**src/rtl/uart_word_serializer_if.sv**
```systemverilog
// ============================================================================
// Module      : uart_word_serializer_if
// Description : Word-in / byte-out handshake bundle for the UART word serializer.
// Revision    : 1.0 - initial release
// ============================================================================
`default_nettype none

interface uart_word_serializer_if #(
    parameter int WORD_BYTES = 4
);
    logic [8*WORD_BYTES-1:0] data_in;
    logic                    data_ready;
    logic                    ready;
    logic                    busy;
    logic                    overflow;
    logic [7:0]              tx_data;
    logic                    tx_write;
    logic                    tx_full;

    // master is the surrounding system: word producer plus the TX byte FIFO
    modport master (
        output data_in, data_ready, tx_full,
        input  ready, busy, overflow, tx_data, tx_write
    );

    modport slave (
        input  data_in, data_ready, tx_full,
        output ready, busy, overflow, tx_data, tx_write
    );
endinterface

`default_nettype wire

```
**src/rtl/uart_word_serializer.sv**
```systemverilog
// ============================================================================
// Module      : uart_word_serializer
// Description : Queued word-to-byte serializer with optional header/XOR checksum.
// Revision    : 1.0 - initial release
// ============================================================================
`default_nettype none

module uart_word_serializer #(
    parameter int         WORD_BYTES  = 4,
    parameter int         FIFO_DEPTH  = 4,
    parameter bit         MSB_FIRST   = 1'b0,
    parameter bit         HEADER_EN   = 1'b0,
    parameter logic [7:0] HEADER_BYTE = 8'hA5,
    parameter bit         CHECKSUM_EN = 1'b0
) (
    input wire                    clk,
    input wire                    reset,
    uart_word_serializer_if.slave bus
);

    localparam int c_DW = 8 * WORD_BYTES;
    localparam int c_AW = $clog2(FIFO_DEPTH);
    localparam int c_CW = $clog2(FIFO_DEPTH + 1);
    localparam int c_IW = $clog2(WORD_BYTES + 1);

    localparam logic [2:0] c_IDLE = 3'd0;
    localparam logic [2:0] c_HDR  = 3'd1;
    localparam logic [2:0] c_DATA = 3'd2;
    localparam logic [2:0] c_CSUM = 3'd3;
    localparam logic [2:0] c_GAP  = 3'd4;

    logic [c_DW-1:0] mem_q [FIFO_DEPTH];
    logic [c_AW-1:0] wr_ptr_q, rd_ptr_q;
    logic [c_CW-1:0] count_q, count_d;
    logic            ready_q, overflow_q;

    logic [2:0]      state_q, state_d;
    logic [c_DW-1:0] shift_q, shift_d;
    logic [c_IW-1:0] idx_q, idx_d;
    logic [7:0]      csum_q, csum_d;
    logic            csum_sent_q, csum_sent_d;
    logic [7:0]      tx_data_q, tx_data_d;
    logic            tx_write_q, tx_write_d;

    logic            w_push, w_pop, w_rejected, w_send;
    logic [7:0]      w_byte;

    // A full queue rejects a strobe even when a pop frees a slot on the same edge
    assign w_push     = bus.data_ready & ready_q;
    assign w_rejected = bus.data_ready & ~ready_q;
    assign w_pop      = (state_q == c_IDLE) && (count_q != '0);
    assign w_send     = ((state_q == c_HDR) || (state_q == c_DATA) || (state_q == c_CSUM))
                        && !bus.tx_full;
    assign w_byte     = MSB_FIRST ? shift_q[c_DW-1 -: 8] : shift_q[7:0];

    always_comb begin
        count_d = count_q;
        if (w_push && !w_pop) begin
            count_d = count_q + c_CW'(1);
        end else if (!w_push && w_pop) begin
            count_d = count_q - c_CW'(1);
        end
    end

    always_ff @(posedge clk) begin
        if (w_push) begin
            mem_q[wr_ptr_q] <= bus.data_in;
        end
    end

    always_ff @(posedge clk) begin
        if (reset) begin
            wr_ptr_q   <= '0;
            rd_ptr_q   <= '0;
            count_q    <= '0;
            ready_q    <= 1'b1;
            overflow_q <= 1'b0;
        end else begin
            if (w_push) begin
                wr_ptr_q <= wr_ptr_q + c_AW'(1);
            end
            if (w_pop) begin
                rd_ptr_q <= rd_ptr_q + c_AW'(1);
            end
            count_q    <= count_d;
            ready_q    <= (count_d < c_CW'(FIFO_DEPTH));
            overflow_q <= overflow_q | w_rejected;
        end
    end

    always_ff @(posedge clk) begin
        if (reset) begin
            state_q     <= c_IDLE;
            shift_q     <= '0;
            idx_q       <= '0;
            csum_q      <= '0;
            csum_sent_q <= 1'b0;
            tx_data_q   <= '0;
            tx_write_q  <= 1'b0;
        end else begin
            state_q     <= state_d;
            shift_q     <= shift_d;
            idx_q       <= idx_d;
            csum_q      <= csum_d;
            csum_sent_q <= csum_sent_d;
            tx_data_q   <= tx_data_d;
            tx_write_q  <= tx_write_d;
        end
    end

    // GAP always follows a byte so tx_full from the FIFO has a cycle to settle
    always_comb begin
        state_d = state_q;
        case (state_q)
            c_IDLE: begin
                if (count_q != '0) begin
                    state_d = HEADER_EN ? c_HDR : c_DATA;
                end
            end
            c_HDR, c_DATA, c_CSUM: begin
                if (!bus.tx_full) begin
                    state_d = c_GAP;
                end
            end
            c_GAP: begin
                if (idx_q < c_IW'(WORD_BYTES)) begin
                    state_d = c_DATA;
                end else if (CHECKSUM_EN && !csum_sent_q) begin
                    state_d = c_CSUM;
                end else begin
                    state_d = c_IDLE;
                end
            end
            default: state_d = c_IDLE;
        endcase
    end

    always_comb begin
        shift_d     = shift_q;
        idx_d       = idx_q;
        csum_d      = csum_q;
        csum_sent_d = csum_sent_q;
        tx_data_d   = tx_data_q;
        tx_write_d  = 1'b0;
        if (w_pop) begin
            shift_d     = mem_q[rd_ptr_q];
            idx_d       = '0;
            csum_d      = '0;
            csum_sent_d = 1'b0;
        end
        if (w_send) begin
            tx_write_d = 1'b1;
            case (state_q)
                c_HDR: begin
                    tx_data_d = HEADER_BYTE;
                end
                c_DATA: begin
                    tx_data_d = w_byte;
                    csum_d    = csum_q ^ w_byte;
                    idx_d     = idx_q + c_IW'(1);
                    shift_d   = MSB_FIRST ? (shift_q << 8) : (shift_q >> 8);
                end
                default: begin
                    tx_data_d   = csum_q;
                    csum_sent_d = 1'b1;
                end
            endcase
        end
    end

    assign bus.ready    = ready_q;
    assign bus.busy     = (count_q != '0) || (state_q != c_IDLE);
    assign bus.overflow = overflow_q;
    assign bus.tx_data  = tx_data_q;
    assign bus.tx_write = tx_write_q;

endmodule

`default_nettype wire

```
**src/flat_wrapper.sv**
```systemverilog
// flat-port wrapper written by rule: the top's interface ports become plain ports
module uart_word_serializer_flat 
#(
    parameter int         WORD_BYTES  = 4,
    parameter int         FIFO_DEPTH  = 4,
    parameter bit         MSB_FIRST   = 1'b0,
    parameter bit         HEADER_EN   = 1'b0,
    parameter logic [7:0] HEADER_BYTE = 8'hA5,
    parameter bit         CHECKSUM_EN = 1'b0
)
  (clk, reset, bus_data_in, bus_data_ready, bus_tx_full, bus_ready, bus_busy, bus_overflow, bus_tx_data, bus_tx_write);
  uart_word_serializer_if #(.WORD_BYTES(WORD_BYTES)) bus_i ();
  input wire clk;
  input wire reset;
  input wire logic [$bits(bus_i.data_in)-1:0] bus_data_in;
  input wire logic [$bits(bus_i.data_ready)-1:0] bus_data_ready;
  input wire logic [$bits(bus_i.tx_full)-1:0] bus_tx_full;
  output wire logic [$bits(bus_i.ready)-1:0] bus_ready;
  output wire logic [$bits(bus_i.busy)-1:0] bus_busy;
  output wire logic [$bits(bus_i.overflow)-1:0] bus_overflow;
  output wire logic [$bits(bus_i.tx_data)-1:0] bus_tx_data;
  output wire logic [$bits(bus_i.tx_write)-1:0] bus_tx_write;
  assign bus_i.data_in = bus_data_in;
  assign bus_i.data_ready = bus_data_ready;
  assign bus_i.tx_full = bus_tx_full;
  assign bus_ready = bus_i.ready;
  assign bus_busy = bus_i.busy;
  assign bus_overflow = bus_i.overflow;
  assign bus_tx_data = bus_i.tx_data;
  assign bus_tx_write = bus_i.tx_write;
  uart_word_serializer #(.WORD_BYTES(WORD_BYTES), .FIFO_DEPTH(FIFO_DEPTH), .MSB_FIRST(MSB_FIRST), .HEADER_EN(HEADER_EN), .HEADER_BYTE(HEADER_BYTE), .CHECKSUM_EN(CHECKSUM_EN)) u_core (.clk(clk), .reset(reset), .bus(bus_i));
endmodule
```
**config.mk**
```make
export PLATFORM = sky130hd
export DESIGN_NAME = uart_word_serializer_flat
export DESIGN_NICKNAME = d
export VERILOG_FILES = /design/src/rtl/uart_word_serializer_if.sv /design/src/rtl/uart_word_serializer.sv /design/src/flat_wrapper.sv
export SDC_FILE = /design/constraint.sdc
export NUM_CORES = 1
export LEC_CHECK = 0
export BUFFER_PORTS_ARGS = -buffer_cell sky130_fd_sc_hd__buf_2
export CELL_PAD_IN_SITES_DETAIL_PLACEMENT = 0
export CELL_PAD_IN_SITES_GLOBAL_PLACEMENT = 1
export CORE_ASPECT_RATIO = 2
export CORE_MARGIN = 4
export CORE_UTILIZATION = 25
export CTS_CLUSTER_DIAMETER = 100
export DETAILED_ROUTE_END_ITERATION = 8
export GPL_ROUTABILITY_DRIVEN = 0
export PLACE_DENSITY = 0.55
export SLEW_MARGIN = 10
export SYNTH_ARGS = -nofsm -noshare
export SYNTH_HDL_FRONTEND = slang
export SYNTH_SLANG_ARGS = --single-unit
export TNS_END_PERCENT = 5
```
**constraint.sdc**
```tcl
create_clock -name clk -period 2.2 [get_ports clk]
set_input_delay 0 -clock clk [delete_from_list [all_inputs] [get_ports clk]]
set_output_delay 0 -clock clk [all_outputs]
set_load 0.02 [all_outputs]
```
==> impl_metrics.ini <==
[routing]
highest_layer = met4
wl_met2_mm = 9.06
drtIter0Drc = 200
first_pass_iters = 4
via_per_inst = 4.58
drc = 0
wire_per_inst_um = 16.9
wl_met3_um = 420
drt_wl_total_mm = 15.6
wl_met1_mm = 5.78
antenna_left = 0
vias = 4216

[power]
p_leak_nw = 2.97
finalPower_w = 0.0107
power.density_nw_per_um2 = 1200
ir_drop_v = 0.000596

[floorplanning]
initial_core_util_pct = 25.3
ios = 48
coreArea_um2 = 28700
core.rowCount = 88
fp.dieArea_um2 = 32000
die_h_um = 249
die_w_um = 129

[outcome]
status = completed

[placement]
dp_cells = 852
portBuffers = 47
dp_hpwl_mm = 10.1

[clock_tree]
cts_root_buffer = clkbuf_16
htreeDepth = 4
numCtsBuffers = 17
worst_setup_hold_path_clk_slew_ns = 0.07
cts_tree = done
clockBufferDepth = 2
insertion_delay_ns = 0.43
clkSinkCount = 185

[worst_setup_path]
slowest_delay_ns = 0.38
critical_path_class = reg -> reg
crit_slowest_cell = dfxtp_1
crit_path_end_kind = register
reg2reg_depth = 9
path_max_fanout = 7
cp_data_required_time_ns = 2.57
crit_chain = inv_1, ha_1, nor2b_1, nor2_1, inv_1, ha_1, and2_1, or3_1, nand3_1
arrival_ns = 2.37
start_kind = register

[synthesis]
synthCells = 466
ys_types = 41
synth_xor_area_share_pct = 0.241
postSynthNetCount = 512
synth_top_family_by_area = multiplexers
synth_fa_ha_area_share_pct = 1.72
synth.avg_cell_area_um2 = 15.6
synth_compound_area_share_pct = 8.72
synthFlopType = edfxtp_1
async_reset_ff_share_pct = 0
netlist_area_um2 = 7260
yosys_register_bits = 185
muxShareOfSynthArea_pct = 9.92
yosysWarnings = 0
synthSimpleGateAreaFrac_pct = 7.72
ys_seq_area_share_pct = 68.6
synth_enable_flop_cells = 128

[global_route]
grt_max_degree = 51
grt_pass1_vias = 4566
antenna_found_initial = 0
overflow = 0
grt_pass1_wl_mm = 25.0
grt_usage_pct = 10.2

[timing]
rsz0062_at_grt = no
fmax_mhz = 501
hold_viol = 0
setup_viol = 0
setup_tns_ns = 0
relSlewSlack_pct = 63.4
finalCritPeriodShare_pct = 90.8
post-route-min-period_ns = 2.00
tightest_slew_ns = 0.549
slew_viol_final = 0
fin_skew_ns = 0.00579

[cells_and_area]
layout-drive-gt1-share_pct = 24.3
antennaDiodeCount = 0
fillers = 2802
syn_to_final_growth_pct = 22.1
instances_no_fill = 920
fin_nets = 593

[flow_run]
drv_cap = 0

[hold_path]
whs_path_depth = 2
hp-class = in -> reg
## what timing repair did
action / CTS / global route
gates resized for setup: 0 / 0
hold buffers: 36 / 0
hold endpoints to repair: 133 / 0
buffers inserted: 0 / 0
endpoints found under the setup margin: 0 / 0
## worst max-delay path, delay by kind of cell (launching register included)
kind                     cells  cell delay [ns]
flip-flops                   1             0.38
buffers and inverters        2             0.15
AND/OR/NAND/NOR              5             0.91
adder cells (fa/ha/maj)      2             0.50
## per-stage QoR
| stage | hold slack [ns] | utilization [%] | instance area, µm² | setup WS [ns] |
|---|---|---|---|---|
| floorplan | 0.0989 | - | 7260 | 0.209 |
| global placement | 0.212 | 27.6 | 7940 | 0.288 |
| detailed placement | 0.219 | 27.6 | 7940 | 0.233 |
| CTS | 0.295 | 30.9 | 8870 | 0.197 |
| global route | 0.303 | 30.9 | 8870 | 0.0704 |
| finish | 0.316 | 30.9 | 8870 | 0.203 |
## layout by cell type (no fill, tap or decap), drive strengths merged
master	instances
edfxtp	128
buf	62
dfxtp	57
dlygate4sd3	36
nor2	33
mux4	32
o21ai	30
nand3	27
a311oi	24
a21oi	19
clkbuf	17
nand2	14
inv	12
ha	10
a32o	8
nand4bb	7
clkinv	6
and3	4
nor3b	4
clkinvlp	4
nor3	3
nor2b	2
nand2b	2
xnor2	2
o31ai	2
and2	2
a211oi	2
bufinv	2
or2	1
nand3b	1
a31oi	1
or3b	1
or4	1
and3b	1
or3	1
nor4bb	1
o211ai	1
## cell usage after synthesis (3+ instances only)
master | n | area share (%)
and3_1 | 4 | 0.34
nor3b_1 | 4 | 0.41
nand2_1 | 14 | 0.72
edfxtp_1 | 128 | 53
clkbuf_1 | 11 | 0.57
nand4bb_1 | 7 | 1.1
a311oi_1 | 16 | 1.9
inv_1 | 8 | 0.41
o21ai_0 | 30 | 2.1
buf_1 | 5 | 0.26
buf_2 | 13 | 0.90
nor2_1 | 32 | 1.7
nand3_1 | 27 | 1.9
buf_4 | 4 | 0.41
mux4_2 | 32 | 9.9
dfxtp_1 | 57 | 16
a21oi_1 | 18 | 1.2
a311oi_2 | 8 | 1.7
a32o_1 | 8 | 1.1
ha_1 | 10 | 1.7
buf_6 | 3 | 0.47
## sequential cells by signal, indices dropped and copies added (netlist names), named ones only
register / count
u_core.mem_q: 128
u_core.shift_q: 32
u_core.bus.tx_data: 8
u_core.idx_q: 3
u_core.count_q: 2
u_core.rd_ptr_q: 2
u_core.state_q: 2
u_core.wr_ptr_q: 2
u_core.bus.overflow: 1
u_core.bus.ready: 1
u_core.bus.tx_write: 1
## area by class of cell
cell class	count	area [µm²]	share of cell area [%]
clock buffers	17	425	4.80
multi-input cells	236	2060	23.2
well taps	360	450	5.08
inverters	9	33.8	0.381
repair buffers	98	771	8.69
clock inverters	15	148	1.66
flip-flops and latches	185	4990	56.2
## cell families (layout without fill, tap and decap cells)
logic type               after synthesis  in the layout
adder cells (fa/ha/maj)               10             10
AND/OR/NAND/NOR                      105            105
flip-flops                           185            185
AO/OA/AOI/OAI                         87             87
XOR/XNOR                               2              2
buffers and inverters                 45            139
multiplexers                          32             32
## worst paths after layout
| kind | endpoint | start | slack, ns |
|---|---|---|---|
| setup reg to reg | u_core.bus.ready | u_core.count_q[0] | 0.20 |
| setup / recovery | u_core.bus.ready | u_core.count_q[0] | 0.20 |
| hold / removal | u_core.mem_q[0][16] | bus_data_in[16] | 0.32 |
| hold reg to reg | u_core.bus.tx_data[7] | u_core.bus.tx_data[7] | 0.45 |
## per-layer routing
layer,up-vias,GRT usage (%)
li1,1987,-
met4,0,4.60
met5,-,0
met1,2143,10.4
met2,73,19.4
met3,13,2.25
## power by group
group / internal [W] / leakage [nW] / switching (W)
Sequential: 0.00435 / 1.64 / 0.000274
Combinational: 0.00130 / 1.06 / 0.00175
Clock: 0.00167 / 0.269 / 0.00133
Total: 0.00732 / 2.97 / 0.00335
(Power assumes the default switching activity.)
